===== src/rtl/rect_pos_ctl.sv =====
// rtl/rect_pos_ctl.sv - frame-rate rectangle position control: mouse follow, drop, bounce, rest
module rect_pos_ctl #(
  parameter int unsigned X_MAX   = 752,
  parameter int unsigned Y_FLOOR = 536,
  parameter int unsigned ACCEL   = 1,
  parameter int unsigned VMAX    = 16,
  parameter int unsigned VMIN    = 2
) (
  input  logic        clk,
  input  logic        rst,
  input  logic        vblnk,
  input  logic [11:0] mouse_xpos,
  input  logic [11:0] mouse_ypos,
  input  logic        mouse_left,
  output logic [11:0] r_xpos,
  output logic [11:0] r_ypos,
  output logic        moving
);

  typedef enum logic [1:0] {FOLLOW, FALL, RISE, REST} state_t;

  state_t      state;
  logic [4:0]  vel;
  logic        vblnk_d;
  logic        btn_d;
  logic        click_pend;

  logic        tick;
  logic        click;
  logic        pend;
  logic [12:0] vel_inc;
  logic [12:0] vn;
  logic [12:0] fall_sum;
  logic [12:0] bounce;
  logic [11:0] rise_y;
  logic [4:0]  rise_v;
  logic [11:0] mx_clamp;
  logic [11:0] my_clamp;

  // A click arriving on the tick cycle itself still counts for that tick.
  always_comb begin
    tick     = vblnk & ~vblnk_d;
    click    = mouse_left & ~btn_d;
    pend     = click_pend | click;
    vel_inc  = 13'(vel) + 13'(ACCEL);
    vn       = (vel_inc > 13'(VMAX)) ? 13'(VMAX) : vel_inc;
    fall_sum = {1'b0, r_ypos} + vn;
    bounce   = vn >> 1;
    rise_y   = ({1'b0, r_ypos} >= 13'(vel)) ? (r_ypos - 12'(vel)) : 12'd0;
    rise_v   = (13'(vel) >= 13'(ACCEL)) ? 5'(13'(vel) - 13'(ACCEL)) : 5'd0;
    mx_clamp = ({1'b0, mouse_xpos} > 13'(X_MAX))   ? 12'(X_MAX)   : mouse_xpos;
    my_clamp = ({1'b0, mouse_ypos} > 13'(Y_FLOOR)) ? 12'(Y_FLOOR) : mouse_ypos;
  end

  always_ff @(posedge clk or negedge rst) begin
    if (!rst) begin
      r_xpos     <= 12'd0;
      r_ypos     <= 12'd0;
      moving     <= 1'b0;
      vel        <= 5'd0;
      state      <= FOLLOW;
      vblnk_d    <= 1'b0;
      btn_d      <= 1'b0;
      click_pend <= 1'b0;
    end else begin
      vblnk_d <= vblnk;
      btn_d   <= mouse_left;
      if (tick) begin
        click_pend <= 1'b0;
        case (state)
          FOLLOW: begin
            if (pend) begin
              vel    <= 5'd0;
              state  <= FALL;
              moving <= 1'b1;
            end else begin
              r_xpos <= mx_clamp;
              r_ypos <= my_clamp;
              moving <= 1'b0;
            end
          end
          FALL: begin
            if (fall_sum >= 13'(Y_FLOOR)) begin
              r_ypos <= 12'(Y_FLOOR);
              if (bounce < 13'(VMIN)) begin
                vel    <= 5'd0;
                state  <= REST;
                moving <= 1'b0;
              end else begin
                vel    <= 5'(bounce);
                state  <= RISE;
                moving <= 1'b1;
              end
            end else begin
              r_ypos <= 12'(fall_sum);
              vel    <= 5'(vn);
              moving <= 1'b1;
            end
          end
          RISE: begin
            r_ypos <= rise_y;
            vel    <= rise_v;
            moving <= 1'b1;
            if (rise_v == 5'd0) state <= FALL;
          end
          REST: begin
            moving <= 1'b0;
            if (pend) state <= FOLLOW;
          end
          default: state <= FOLLOW;
        endcase
      end else if (click) begin
        click_pend <= 1'b1;
      end
    end
  end

endmodule


===== config.mk =====
export PLATFORM = sky130hd
export DESIGN_NAME = rect_pos_ctl
export DESIGN_NICKNAME = d
export VERILOG_FILES = /design/src/rtl/rect_pos_ctl.sv
export SDC_FILE = /design/constraint.sdc
export NUM_CORES = 1
export LEC_CHECK = 0
export BUFFER_PORTS_ARGS = -buffer_cell sky130_fd_sc_hd__buf_2
export CAP_MARGIN = 20
export CORE_MARGIN = 4
export CORE_UTILIZATION = 55
export DETAILED_ROUTE_END_ITERATION = 8
export PLACE_DENSITY = 0.77
export SYNTH_ARGS = -nofsm -noshare
export SYNTH_HDL_FRONTEND = slang
export SYNTH_SLANG_ARGS = --single-unit
export TNS_END_PERCENT = 100

===== constraint.sdc =====
create_clock -name clk -period 4.5 [get_ports clk]
set_input_delay 0.9 -clock clk [delete_from_list [all_inputs] [get_ports clk]]
set_output_delay 0.9 -clock clk [all_outputs]
set_load 0.005 [all_outputs]

==> results.yml <==
final_layout:
  nFillCells: 474
  flow.area_growth_from_synthesis_pct: 12.63
  final_net_count: 450
  finalInstanceArea_mm2: 0.003402
  drive_above_1_share: 0.2020
  most-common-layout-cells: "buf_2 (52), dfrtp_1 (35), nor2_1 (34)"
  final_core_util: 0.6536
  n_antenna_cell: 0
  mostFrequentLayoutCell: "buf_2"
yosys:
  synth-seq-area-share: 0.2900
  post_synth_top_area_cell: "dfrtp_1"
  synth.top_cells.by_area: "dfrtp_1 (29%), ha_1 (7.9%), nor2_1 (4.2%), nand2_1 (4.1%), a21oi_1 (3.3%)"
  synth_enable_flop_cells: 0
  synth_async_sr_flop_share: 1.000
  syn-mean-instance-area_um2: 8.532
  yosys.area.top_type_share: 0.2900
  ys.flop_type: "dfrtp_1"
  ys_warn_count: 0
  ys_ff_latch: 35
  synthesized_nets: 403
  synth_cell_type_count: 70
  post_synthesis_cell_area_mm2: 0.003020
  postSynthCellCount: 354
floorplan:
  design.portCount: 53
  initial_core_util: 0.5803
  design.core.area_mm2: 0.005205
  die_h_um: 82.11
  die_width_um: 82.11
  std_cell_rows: 26
  die-area_mm2: 0.006741
run_status:
  status: "finished, final reports clean"
setup_path:
  cell_chain_of_the_critical_path: "ha_1 > nand3_1 > nor3b_1 > a21oi_1 > ha_1 > nand3_1 > o22a_1 > nor4_2 > o21ai_0 > o22ai_4 > mux2i_1 > o221ai_1"
  worstSetupEndpointType: "flop"
  worst-path-max-fanout: 12
  cp_slowest_stage_delay_ns: 0.55
  worst-endpoint-required_ns: 4.67
  worst-path-buf-inv: 0
  r2r_start: "vel[0]$_DFFE_PN0P_"
  timing.critical_path.arrival_ns: 3.97
  timing.setup.critical_path_class: "flop to flop"
  setup.worst_path.start_class: "flop"
  path_delay_family: "compound AO/OA/AOI/OAI gates"
  cp_slowest_cell: "dfrtp_1"
  crit_start: "vel[0]$_DFFE_PN0P_"
power_and_ir_drop:
  max_rail_drop_vdd_mv: 0.4183
  power_density_normalized_to_cell_area_mw_per_mm2: 623.1
  p_leak_nw: 1.478
  finalPower_mw: 2.120
sta:
  setup-violations-final: 0
  rsz0062_at_grt: "false"
  finalHoldWorstSlack_ns: 0.4848
  layout_worst_path_cycle_share: 0.8459
  tns_ns: 0
  min_period_ns: 3.806
  worst-slew-pin-transition_ns: 0.8494
  timing.fmax_mhz: 262.7
  slew_headroom: 0.4294
  drv_slew: 0
  post_route_skew_ns: 0.01038
  hold_violations: 0
grt:
  antenna_violations_before_repair: 0
  globalRoute.totalOverflow: 0
  track_usage: 0.2464
  wire_length_of_the_first_global_routing_pass_um: 12860
  first_global_vias: 2749
  grt_start_max_net_pins: 36
route:
  vias_per_cell: 6.225
  post_drt_wl_per_cell_um: 16.88
  antenna_left: 0
  total_wire_length_um: 7950
  drc_markers: 0
  first_iter_violations: 192
  number_of_detailed_route_iterations_in_the_first_pass: 4
  vias: 2932
clocking:
  cts_tree: "built"
  cts.repair_timing.setup_buffer_count: 0
  clockRootBuffer: "clkbuf_8"
  cts_resized: 0
  clock_insertion_delay_worst_skew_ns: 0.29
  clock_buffers_created_by_tritoncts: 5
  cts_max_level: 2
  postCtsHoldBufs: 0
  clk_transition_reported_paths_ns: 0.08
  clock_sinks: 35
  number_of_buffers_on_the_longest_clock_path: 2
hold_path:
  timing.hold.worst.start: "r_xpos[8]$_DFFE_PN0P_"
  hold_class: "flop to flop"
placed_design:
  io_buffers: 52
  post_dp_cell_area_mm2: 0.003314
  finalWeightedCongestion: 0.9335
  dp_hpwl_um: 6200
flow_run:
  cap_viol_max_count: 0
layout make-up:
type / instances / area [um^2] / share of cell area
Multi-Input combinational cell: 287 / 2012 / 0.5914
Timing Repair Buffer: 53 / 267.8 / 0.07871
Clock buffer: 6 / 82.58 / 0.02427
Tap cell: 70 / 87.58 / 0.02574
Clock inverter: 1 / 5.005 / 0.001471
Sequential cell: 35 / 875.8 / 0.2574
Inverter: 19 / 71.32 / 0.02096
path summary, 6_finish.rpt:
kind / endpoint / slack [ns] / depth (start not counted)
worst max-delay path: vel[2]$_DFFE_PN0P_ / 0.69 / 12
worst min-delay path: r_xpos[8]$_DFFE_PN0P_ / 0.48 / 2
worst max register to register: vel[2]$_DFFE_PN0P_ / 0.69 / 12
worst min register to register: r_xpos[8]$_DFFE_PN0P_ / 0.48 / 2
max in group asynchronous: r_xpos[2]$_DFFE_PN0P_ / 3.30 / 1
min in group asynchronous: vel[4]$_DFFE_PN0P_ / 0.68 / 1
cell families after synthesis:
| family | Yosys count | share of synthesized area |
|---|---|---|
| simple gates | 133 | 0.2241 |
| compound gates | 111 | 0.2829 |
| flops | 35 | 0.2900 |
| buf+inv | 32 | 0.04391 |
| fa+ha+maj | 21 | 0.09196 |
| xor+xnor | 15 | 0.04598 |
| mux | 6 | 0.01988 |
| other cells | 1 | 0.001242 |
synthesized netlist by cell type (5+ instances only):
master    count
dfrtp_1      35
nor2_1       34
nand2_1      33
a21oi_1      20
o21ai_0      20
ha_1         19
inv_1        19
nand3_1      19
clkbuf_1      8
xnor2_1       8
a31oi_1       7
mux2i_1       6
nand2b_1      6
o22a_1        6
xor2_1        6
a21o_1        5
a22o_1        5
nor3_1        5
o221ai_1      5
tightest hold or removal path, stage by stage, from the launching register on:
cell,delay [ns]
dfrtp_1,0.34
nand2_1,0.05
o21ai_0,0.06
routing by layer:
metal | routed length [um] | GRT usage | share of wire | up-vias
li1 | - | - | - | 1413
met1 | 3513 | 0.3365 | 0.44 | 1402
met2 | 3805 | 0.3845 | 0.48 | 102
met3 | 491 | 0.04664 | 0.062 | 15
met4 | 139 | 0.09801 | 0.017 | 0
met5 | 0 | 0 | 0 | -
metrics by stage:
stage	worst slack [ns]	instances
floorplan	1.186	354
global placement	0.9268	464
detailed placement	0.7574	464
CTS	0.7436	471
global route	0.3514	471
finish	0.6937	471
report_power, final:
part	switching, mW	internal (mW)	total, mW
clock	0.114	0.120	0.234
sequential	0.162	0.413	0.575
combinational	0.764	0.546	1.31
total	1.04	1.08	2.12
registers in the layout, summed over array words and instances (netlist names):
signal	flops
r_xpos	12
r_ypos	12
vel	5
state	2
btn_d	1
click_pend	1
moving	1
vblnk_d	1
No activity file was read; power rests on OpenSTA's default activity.
